## src/rtl/memi_loader.sv

```systemverilog
// Instruction-memory loader: byte stream -> big-endian 32-bit word writes from BASE_ADDR upward; 5+ cycles per word.
// Backpressure: o_in_ready is registered and high only in RECV/CHECK. Optional trailer checksum via LOADER_CHECKSUM_EN.
module memi_loader #(
    parameter logic [31:0] BASE_ADDR = 32'd0,
    parameter int          MAX_WORDS = 64,
    parameter int          CNT_W     = 16
) (
    input  logic             i_clk,
    input  logic             i_rst,
    input  logic             i_start,
    input  logic [CNT_W-1:0] i_word_count,
    input  logic [7:0]       i_in_byte,
    input  logic             i_in_valid,
    output logic             o_in_ready,
    output logic             o_wr_en,
    output logic [31:0]      o_wr_addr,
    output logic [31:0]      o_wr_data,
    output logic             o_busy,
    output logic             o_done,
    output logic             o_err
);

    typedef enum logic [2:0] {
        S_IDLE,
        S_RECV,
        S_WRITE,
        S_DONE,
        S_CHECK
    } state_t;

    localparam logic [CNT_W-1:0] MAX_W = CNT_W'(MAX_WORDS);

    state_t           r_state;
    logic [31:0]      r_word;
    logic [1:0]       r_idx;
    logic [31:0]      r_addr;
    logic [CNT_W-1:0] r_cnt;
    logic [CNT_W-1:0] r_count;
`ifdef LOADER_CHECKSUM_EN
    logic [31:0]      r_xor;
`endif

    logic [31:0]      w_word_next;
    logic [CNT_W-1:0] w_cnt_next;
    logic             w_oversize;

    assign w_word_next = {r_word[23:0], i_in_byte};
    assign w_cnt_next  = r_cnt + CNT_W'(1);
    assign w_oversize  = (i_word_count > MAX_W);

    always_ff @(posedge i_clk or posedge i_rst) begin
        if (i_rst) begin
            r_state    <= S_IDLE;
            r_word     <= 32'd0;
            r_idx      <= 2'd0;
            r_addr     <= BASE_ADDR;
            r_cnt      <= '0;
            r_count    <= '0;
`ifdef LOADER_CHECKSUM_EN
            r_xor      <= 32'd0;
`endif
            o_in_ready <= 1'b0;
            o_wr_en    <= 1'b0;
            o_wr_addr  <= BASE_ADDR;
            o_wr_data  <= 32'd0;
            o_busy     <= 1'b0;
            o_done     <= 1'b0;
            o_err      <= 1'b0;
        end else begin
            case (r_state)
                S_IDLE: begin
                    o_done <= 1'b0;
                    if (i_start) begin
                        if (w_oversize) begin
                            // Rejected request: report and stay idle without touching memory.
                            o_err  <= 1'b1;
                            o_done <= 1'b1;
                        end else begin
                            o_err   <= 1'b0;
                            o_busy  <= 1'b1;
                            r_count <= i_word_count;
                            r_addr  <= BASE_ADDR;
                            r_idx   <= 2'd0;
                            r_cnt   <= '0;
`ifdef LOADER_CHECKSUM_EN
                            r_xor   <= 32'd0;
`endif
                            if (i_word_count == '0) begin
`ifdef LOADER_CHECKSUM_EN
                                r_state    <= S_CHECK;
                                o_in_ready <= 1'b1;
`else
                                r_state    <= S_DONE;
                                o_done     <= 1'b1;
`endif
                            end else begin
                                r_state    <= S_RECV;
                                o_in_ready <= 1'b1;
                            end
                        end
                    end
                end
                S_RECV: begin
                    if (i_in_valid && o_in_ready) begin
                        r_word <= w_word_next;
                        r_idx  <= r_idx + 2'd1;
                        if (r_idx == 2'd3) begin
                            o_in_ready <= 1'b0;
                            o_wr_en    <= 1'b1;
                            o_wr_addr  <= r_addr;
                            o_wr_data  <= w_word_next;
                            r_state    <= S_WRITE;
                        end
                    end
                end
                S_WRITE: begin
                    o_wr_en <= 1'b0;
                    r_addr  <= r_addr + 32'd4;
                    r_cnt   <= w_cnt_next;
`ifdef LOADER_CHECKSUM_EN
                    r_xor   <= r_xor ^ o_wr_data;
`endif
                    if (w_cnt_next == r_count) begin
`ifdef LOADER_CHECKSUM_EN
                        r_state    <= S_CHECK;
                        o_in_ready <= 1'b1;
`else
                        r_state    <= S_DONE;
                        o_done     <= 1'b1;
`endif
                    end else begin
                        r_state    <= S_RECV;
                        o_in_ready <= 1'b1;
                    end
                end
`ifdef LOADER_CHECKSUM_EN
                S_CHECK: begin
                    // The byte index has wrapped to 0 after the last word, so the trailer reuses it.
                    if (i_in_valid && o_in_ready) begin
                        r_word <= w_word_next;
                        r_idx  <= r_idx + 2'd1;
                        if (r_idx == 2'd3) begin
                            o_in_ready <= 1'b0;
                            o_err      <= (w_word_next != r_xor);
                            o_done     <= 1'b1;
                            r_state    <= S_DONE;
                        end
                    end
                end
`endif
                S_DONE: begin
                    o_done  <= 1'b0;
                    o_busy  <= 1'b0;
                    r_state <= S_IDLE;
                end
                default: begin
                    r_state <= S_IDLE;
                end
            endcase
        end
    end

endmodule

```

## config.mk

```make
export PLATFORM = sky130hd
export DESIGN_NAME = memi_loader
export DESIGN_NICKNAME = d
export VERILOG_FILES = /design/src/rtl/memi_loader.sv
export SDC_FILE = /design/constraint.sdc
export NUM_CORES = 1
export LEC_CHECK = 0
export CORE_ASPECT_RATIO = 1.25
export CORE_MARGIN = 8
export CORE_UTILIZATION = 55
export CTS_CLUSTER_DIAMETER = 50
export DETAILED_ROUTE_END_ITERATION = 8
export PLACE_DENSITY = 0.8
export SYNTH_ARGS = -nofsm -noshare
export SYNTH_HDL_FRONTEND = slang
export SYNTH_SLANG_ARGS = --single-unit
```

## constraint.sdc

```tcl
create_clock -name i_clk -period 14.2 [get_ports i_clk]
set_input_delay 1.42 -clock i_clk [delete_from_list [all_inputs] [get_ports i_clk]]
set_output_delay 1.42 -clock i_clk [all_outputs]
set_load 0.005 [all_outputs]
```

==> flow_metrics.py, run 1 <==
metrics = {
    "status": {
        "status": "finished clean",
    },
    "logic_synthesis": {
        "synth.distinct_cells": 63,
        "yosys_warnings": 0,
        "synthFlopType": "dfrtp_1",
        "netlist_instances": 618,
        "avgSynthCellArea_um2": 11.61,
        "ys_ff_latch": 157,
        "syn-cell-area_um2": 7177,
        "async_reset_ff_frac": 1.000,
        "synth_edf_count": 0,
        "yosysSeqAreaShare": 0.5474,
    },
    "layout": {
        "drive_gt1_frac": 0.1975,
        "final_cell_mix": "157 x dfrtp_1, 94 x clkdlybuf4s50_1, 92 x mux2_2",
        "final_common_cell": "dfrtp_1",
        "nets": 732,
        "areaGrowthSynthToFinish_pct": 21.86,
        "fin_util": 0.6876,
        "fin_cells": 882,
        "n_antenna_cell": 0,
    },
    "floorplan": {
        "ioPinCount": 97,
        "row_count": 46,
        "die_height_um": 143.7,
        "start_util": 0.5642,
        "coreArea_um2": 12720,
        "die_w_um": 118.2,
        "die-area_um2": 16980,
    },
    "global_route": {
        "grt_pass1_wl_um": 26930,
        "grt_max_degree": 86,
        "grt_use_total": 0.1966,
        "grt_pass1_vias": 5343,
        "antenna_found_initial": 0,
        "overflow": 0,
    },
    "timing": {
        "relSlewSlack": 0.2923,
        "fin_crit_sh": 0.2796,
        "setup_viol": 0,
        "hold_viol_final": 0,
        "fmax_mhz": 251.9,
        "drv_slew": 0,
        "hold_ws_ns": 0.4928,
        "skew_ns": 0.01036,
        "fin_ws_ns": 10.23,
        "tightest_slew_ns": 1.062,
        "rsz0062_at_grt": "no",
        "setup-tns-final_ns": 0,
        "fin_crit_ns": 3.971,
    },
    "clock_network": {
        "hold_buffers": 0,
        "post_cts_buffers": 0,
        "post_cts_resized": 0,
        "cts_inserted_buffers": 17,
        "cts_root_buf": "clkbuf_16",
        "cts-htree-levels": 4,
        "cts.sink_count": 157,
        "tritoncts": "built",
        "clk_pin_slew_ns": 0.06,
        "clock_latency_ns": 0.42,
        "cts.path.max_buffers": 2,
    },
    "pwr": {
        "power.leakage_nw": 3.883,
        "powerDensity_nw_per_um2": 175.5,
        "ir_worst_vdd_mv": 0.1376,
        "p_sw_w": 0.0004754,
        "power.internal_w": 0.001060,
        "clkPwrFrac": 0.279,
        "p_seq_frac": 0.452,
        "p_comb_frac": 0.269,
        "switching_share": 0.3096,
    },
    "drt": {
        "ant_nets": 0,
        "first_pass_iters": 5,
        "vias": 5136,
        "vias_per_cell": 5.823,
        "drt_wl_total_um": 15990,
        "wl_per_cell_um": 18.13,
        "drc_errors": 0,
        "drt_iter0_drc": 341,
    },
    "placed_design": {
        "dp_slack_ns": 9.949,
        "finalWeightedCongestion": 0.8800,
        "port-buffer-count": 94,
        "dp_hpwl_um": 10650,
        "dp.cells": 850,
    },
    "setup_path": {
        "required_ns": 14.47,
        "rrSetupSlack_ns": 11.19,
        "worstPathArrival_ns": 4.24,
        "path_max_fanout": 21,
        "reg2regPathDepth": 7,
        "crit_path_start_kind": "primary input",
        "crit_type": "in2reg",
        "reg2reg_to": "o_in_ready",
        "crit_path_end_kind": "register",
        "timing.rr.start": "r_cnt[0]",
        "crit_start": "i_word_count[3]",
    },
    "min_path": {
        "min_path_cells": 2,
        "min_path_type": "reg2reg",
        "min_to": "o_wr_addr[12]",
        "hp-start": "o_wr_addr[12]",
    },
    "run": {
        "cap_violations": 0,
    },
}
-- cell type report --
type | count | area, um^2
clock buffers | 20 | 446.7
fillers | 879 | 3974
repair buffers | 100 | 985.9
well taps | 168 | 210.2
flip-flops and latches | 157 | 3929
multi-input cells | 412 | 3010
clock inverters | 12 | 110.1
inverters | 13 | 53.80
-- sequential cells by signal (all words and copies together) (netlist names) --
signal	cells
o_busy	1
o_done	1
o_err	1
o_in_ready	1
o_wr_addr	30
o_wr_data	32
o_wr_en	1
r_addr	30
r_cnt	16
r_count	16
r_idx	2
r_state	2
r_word	24
-- stage by stage --
stage          power [W]  instance area [um^2]
2_1_floorplan  0.0009302                  7181
3_3_place_gp    0.001086                  8189
3_5_place_dp    0.001112                  8189
4_1_cts         0.001549                  8746
5_1_grt         0.001621                  8746
6_report        0.001535                  8746
-- metal layers --
layer / track usage / routed length (um)
met1: 0.2295 / 6745
met3: 0.05261 / 837
met5: 0 / 0
met4: 0.08378 / 326
met2: 0.3365 / 8080
-- worst max-delay path, cell delays in order --
cell and delay [ns]:
clkdlybuf4s50_1 0.42, or4_1 0.54, o22ai_1 0.28, a31o_2 0.49
nand2_1 0.52, o21ai_0 0.42, o31ai_1 0.14
-- Yosys cell counts (5+ instances only) --
master | instances | area share
a21oi_1 | 7 | 0.0049
a31oi_1 | 7 | 0.0061
and2_1 | 5 | 0.0044
and3_1 | 7 | 0.0061
buf_1 | 5 | 0.0026
buf_4 | 5 | 0.0052
clkbuf_1 | 18 | 0.0094
dfrtp_1 | 157 | 0.55
inv_1 | 13 | 0.0068
mux2_2 | 92 | 0.14
nand2_1 | 32 | 0.017
nand3_1 | 14 | 0.0098
nand4_1 | 25 | 0.022
nor2_1 | 55 | 0.029
nor2b_1 | 10 | 0.0087
nor3_1 | 12 | 0.0084
nor4_1 | 7 | 0.0061
o21ai_0 | 31 | 0.022
xnor2_1 | 13 | 0.016
xor2_1 | 26 | 0.032
-- power by group through the flow --
stage	clock (W)	sequential, W	combinational [W]
after floorplan	0	0.000651	0.000279
after global placement	0	0.000687	0.000398
after detailed placement	0	0.000697	0.000415
after CTS	0.000435	0.000693	0.000421
after global routing	0.000451	0.000713	0.000457
final	0.000428	0.000694	0.000414
-- worst max-delay path by stage --
stage               endpoint  cells past startpoint
floorplan             o_busy                      1
global route        r_cnt[7]                      7
detailed placement  r_cnt[6]                      7
global placement    r_cnt[6]                      7
CTS                 r_cnt[7]                      7
finish              r_cnt[7]                      7
-- cell families (layout without fill, tap and decap cells) --
kind of cell | count (synthesis) | after routing | synth area share
AND/OR/NAND/NOR | 193 | 193 | 0.1438
flip-flops | 157 | 157 | 0.5474
adder cells (fa/ha/maj) | 3 | 3 | 0.005231
other | 1 | 2 | 0.0005225
buffers and inverters | 50 | 145 | 0.03452
XOR/XNOR | 39 | 39 | 0.04759
AO/OA/AOI/OAI | 80 | 80 | 0.07235
multiplexers | 95 | 95 | 0.1485
No activity file was read; power rests on OpenSTA's default activity.
==> inputs of run 2 (changes only) <==
clock period = 3.8 ns   (was 14.2 ns; I/O delays follow)
==> flow_metrics.py, run 2 (same netlist as run 1, synthesis figures left out) <==
metrics = {
    "status": {
        "status": "finished clean",
    },
    "floorplan": {
        "die_height_um": 143.7,
        "ioPinCount": 97,
        "die-area_um2": 16980,
        "die_w_um": 118.2,
        "row_count": 46,
        "coreArea_um2": 12720,
        "start_util": 0.5642,
    },
    "clock_network": {
        "post_cts_buffers": 0,
        "cts.sink_count": 157,
        "cts-htree-levels": 4,
        "clock_latency_ns": 0.42,
        "cts.path.max_buffers": 2,
        "hold_buffers": 0,
        "cts_root_buf": "clkbuf_16",
        "tritoncts": "built",
        "cts_inserted_buffers": 17,
        "post_cts_resized": 0,
        "clk_pin_slew_ns": 0.06,
    },
    "drt": {
        "wl_per_cell_um": 18.33,
        "drc_errors": 0,
        "drt_iter0_drc": 305,
        "ant_nets": 0,
        "drt_wl_total_um": 16190,
        "first_pass_iters": 5,
        "vias": 5118,
        "vias_per_cell": 5.796,
    },
    "timing": {
        "fin_crit_ns": 3.023,
        "skew_ns": 0.007039,
        "tightest_slew_ns": 0.8204,
        "drv_slew": 0,
        "setup-tns-final_ns": 0,
        "rsz0062_at_grt": "no",
        "fin_crit_sh": 0.7955,
        "setup_viol": 0,
        "fmax_mhz": 330.8,
        "relSlewSlack": 0.4518,
        "hold_viol_final": 0,
    },
    "placed_design": {
        "finalWeightedCongestion": 0.8755,
        "port-buffer-count": 94,
        "dp_hpwl_um": 10830,
    },
    "layout": {
        "fin_util": 0.6962,
        "multiInputGateArea_um2": 3010,
        "drive_gt1_frac": 0.2000,
        "top_regs": "o_wr_data (32), o_wr_addr (30), r_addr (30)",
        "max_flop_register": "o_wr_data",
        "largest_reg_flops": 32,
        "areaGrowthSynthToFinish_pct": 23.40,
        "nets": 734,
        "final_common_cell": "dfrtp_1",
        "final_cell_mix": "157 x dfrtp_1, 94 x clkdlybuf4s50_1, 92 x mux2_2",
        "n_antenna_cell": 0,
        "seq_area_um2": 3929,
        "fill_cells": 912,
    },
    "setup_path": {
        "required_ns": 4.11,
        "reg2reg_to": "o_in_ready",
        "reg2regPathDepth": 8,
        "worstPathArrival_ns": 3.33,
        "timing.rr.start": "r_cnt[0]",
        "crit_path_start_kind": "register",
        "path_max_fanout": 9,
        "crit_path_end_kind": "register",
        "rrSetupSlack_ns": 0.78,
        "crit_type": "reg2reg",
    },
    "pwr": {
        "ir_worst_vdd_mv": 0.4614,
        "powerDensity_nw_per_um2": 673.4,
        "power.leakage_nw": 3.940,
    },
    "global_route": {
        "grt_pass1_vias": 5582,
        "grt_use_total": 0.2018,
        "antenna_found_initial": 0,
        "grt_max_degree": 106,
        "grt_pass1_wl_um": 27610,
        "overflow": 0,
    },
    "min_path": {
        "min_path_type": "in2async",
    },
    "run": {
        "cap_violations": 0,
    },
}
## run 2: cell count changes in the layout (fill, tap and decap cells not counted)
cell        delta
bufinv_16      +3
buf_12         +2
clkinv_2       -2
clkinv_4       +2
clkinvlp_4     -2
clkbuf_1       -1
inv_6          -1
## run 2: how the worst max path moves through the flow
stage	depth (start not counted)	end	slack, ns	start
final	8	o_in_ready	0.78	r_cnt[0]
after global routing	8	o_in_ready	0.65	r_cnt[0]
after CTS	8	o_in_ready	0.78	r_cnt[0]
after detailed placement	7	r_cnt[10]	0.61	i_word_count[3]
after global placement	7	r_cnt[12]	0.71	i_word_count[3]
after floorplan	7	o_in_ready	1.17	r_cnt[0]
## run 2: metal layers
metal,global-route usage,part of all wire
met1,0.2315,0.42
met2,0.3473,0.51
met3,0.05497,0.047
met4,0.09122,0.023
met5,0,0
## run 2: final cells by class
cell class / count / share of cell area
sequential: 157 / 0.4436
multi-input combinational: 412 / 0.3399
timing repair buffer: 102 / 0.1159
clock buffer: 19 / 0.05001
tap: 168 / 0.02374
clock inverter: 12 / 0.02091
inverter: 13 / 0.005934
## run 2: per-stage QoR
step | instances | total power [W] | area [um^2] | worst slack, ns | hold WS [ns]
global placement | 852 | 0.004072 | 8228 | 0.7062 | 0.4618
global route | 883 | 0.006285 | 8856 | 0.6473 | 0.1997
finish | 883 | 0.005963 | 8856 | 0.7770 | 0.2019
detailed placement | 852 | 0.004173 | 8228 | 0.6062 | 0.4624
CTS | 883 | 0.006015 | 8856 | 0.7775 | 0.1918
floorplan | 619 | 0.003476 | 7184 | 1.168 | 0.4682
## run 2: critical path, cell delays in order (launching register included)
cell     delay, ns
dfrtp_1       0.51
ha_1          0.31
nand3_1       0.10
buf_4         0.19
nor4_1        0.57
mux2i_1       0.25
nand4_1       0.14
or4_4         0.58
o31a_1        0.25
## run 2: report_power, final
group	switching [W]	leakage, nW	internal [W]	total [W]
registers	0.000466	2.01	0.00214	0.00260
clock network	0.000679	0.304	0.00112	0.00180
logic	0.000650	1.63	0.000911	0.00156
total	0.00180	3.94	0.00417	0.00596
==> inputs of run 3 (changes only) <==
CORE_UTILIZATION = 50   (was 55)
PLACE_DENSITY = 0.77   (was 0.8)
clock period = 2.76 ns   (was 3.8 ns; I/O delays follow)
==> flow_metrics.py, run 3 (same netlist as run 1, synthesis figures left out) <==
metrics = {
    "pwr": {
        "p_seq_frac": 0.431,
        "clkPwrFrac": 0.288,
        "switching_share": 0.3182,
        "p_sw_w": 0.002587,
        "power.internal_w": 0.005545,
        "power.leakage_nw": 4.002,
        "ir_worst_vdd_mv": 0.5589,
        "p_comb_frac": 0.281,
        "powerDensity_nw_per_um2": 907.3,
    },
    "setup_path": {
        "crit_type": "reg2reg",
        "rrSetupSlack_ns": 0.13,
        "worstPathArrival_ns": 2.95,
        "crit_path_start_kind": "register",
        "path_max_fanout": 3,
        "required_ns": 3.07,
        "crit_path_end_kind": "register",
    },
    "clock_network": {
        "clock_latency_ns": 0.42,
        "hold_buffers": 0,
        "tritoncts": "built",
        "clk_pin_slew_ns": 0.07,
        "post_cts_resized": 0,
        "cts_inserted_buffers": 17,
        "cts-htree-levels": 4,
        "cts.path.max_buffers": 2,
        "post_cts_buffers": 0,
        "cts_root_buf": "clkbuf_16",
        "cts.sink_count": 157,
    },
    "timing": {
        "rsz0062_at_grt": "no",
        "fin_crit_sh": 0.9546,
        "skew_ns": 0.009770,
        "setup-tns-final_ns": 0,
        "fin_crit_ns": 2.635,
        "setup_viol": 0,
        "relSlewSlack": 0.4052,
        "tightest_slew_ns": 0.8890,
        "fin_ws_ns": 0.1254,
        "hold_viol_final": 0,
        "fmax_mhz": 379.6,
        "drv_slew": 0,
    },
    "global_route": {
        "antenna_found_initial": 0,
        "grt_use_total": 0.1877,
        "grt_max_degree": 130,
        "grt_pass1_vias": 5330,
        "grt_pass1_wl_um": 27250,
        "overflow": 0,
    },
    "placed_design": {
        "finalWeightedCongestion": 0.9377,
        "dp_hpwl_um": 11480,
        "port-buffer-count": 94,
        "dp_slack_ns": 0.1193,
    },
    "floorplan": {
        "die_height_um": 150.0,
        "row_count": 49,
        "start_util": 0.5046,
        "die_w_um": 123.2,
        "die-area_um2": 18470,
        "coreArea_um2": 14220,
        "ioPinCount": 97,
    },
    "drt": {
        "drt_wl_total_um": 16520,
        "vias_per_cell": 5.680,
        "first_pass_iters": 7,
        "vias": 5157,
        "wl_per_cell_um": 18.19,
        "drc_errors": 0,
        "drt_iter0_drc": 355,
        "ant_nets": 0,
    },
    "run": {
        "cap_violations": 0,
    },
    "layout": {
        "final_common_cell": "dfrtp_1",
        "top_regs": "o_wr_data (32), o_wr_addr (30), r_addr (30)",
        "areaGrowthSynthToFinish_pct": 24.88,
        "fin_util": 0.6301,
        "n_antenna_cell": 0,
        "largest_reg_flops": 32,
        "seq_area_um2": 3929,
        "multiInputGateArea_um2": 3015,
        "max_flop_register": "o_wr_data",
        "final_cell_mix": "157 x dfrtp_1, 94 x clkdlybuf4s50_1, 92 x mux2_2",
        "drive_gt1_frac": 0.2192,
        "fill_cells": 1129,
        "nets": 748,
    },
    "status": {
        "status": "finished clean",
    },
    "min_path": {
        "min_path_type": "in2async",
    },
}
[run 3: cell count changes in the layout (fill, tap and decap cells not counted)]
cell       change
a211oi_1       -1
a211oi_2       +1
buf_12         +1
buf_4         +13
bufinv_16      -3
clkbuf_1       -1
clkbuf_8       -1
clkinv_2       -1
clkinv_4       +1
clkinv_8       +1
inv_6          -1
inv_8          +6
[run 3: final cells by class]
| class | count | area share |
|---|---|---|
| Inverter | 13 | 0.005863 |
| Timing Repair Buffer | 116 | 0.1276 |
| Tap cell | 178 | 0.02485 |
| Clock inverter | 15 | 0.01941 |
| Sequential cell | 157 | 0.4384 |
| Clock buffer | 17 | 0.04747 |
| Multi-Input combinational cell | 412 | 0.3365 |
[run 3: routing by layer]
metal,vias to the layer above,track usage,routed length [um]
li1,2419,-,-
met1,2565,0.2124,6627
met2,149,0.3265,8675
met3,24,0.04530,827
met4,0,0.08389,390
met5,-,0,0
[run 3: power by group through the flow]
stage / registers [W] / logic, W / clock network [W]
2_1_floorplan: 0.00335 / 0.00143 / 0
5_1_grt: 0.00359 / 0.00249 / 0.00249
3_5_place_dp: 0.00353 / 0.00229 / 0
6_report: 0.00351 / 0.00228 / 0.00234
4_1_cts: 0.00350 / 0.00231 / 0.00240
3_3_place_gp: 0.00349 / 0.00221 / 0
[run 3: final timing paths]
kind | to | cells after the start | from
setup / recovery | o_in_ready | 7 | r_cnt[0]
hold / removal | o_busy | 3 | i_rst
setup reg to reg | o_in_ready | 7 | r_cnt[0]
hold reg to reg | r_word[19] | 1 | r_word[19]
max in group asynchronous | r_count[15] | 3 | i_rst
min in group i_clk | r_word[1] | 2 | i_in_byte[1]
[run 3: critical path, cell delays in order, from the launching register on]
cell       delay, ns
dfrtp_1         0.38
ha_1            0.32
xor2_1          0.16
a211oi_2        0.19
o2111ai_1       0.13
or4_1           0.52
or4_4           0.57
o31a_1          0.25
[run 3: through the flow]
step | hold WS [ns] | instance area [um^2] | power, W | instances
after floorplan | 0.4266 | 7184 | 0.004786 | 619
after global placement | 0.4634 | 8358 | 0.005692 | 876
after detailed placement | 0.4719 | 8358 | 0.005820 | 876
after CTS | 0.3286 | 8957 | 0.008205 | 908
after global routing | 0.3617 | 8962 | 0.008571 | 908
final | 0.3283 | 8962 | 0.008132 | 908
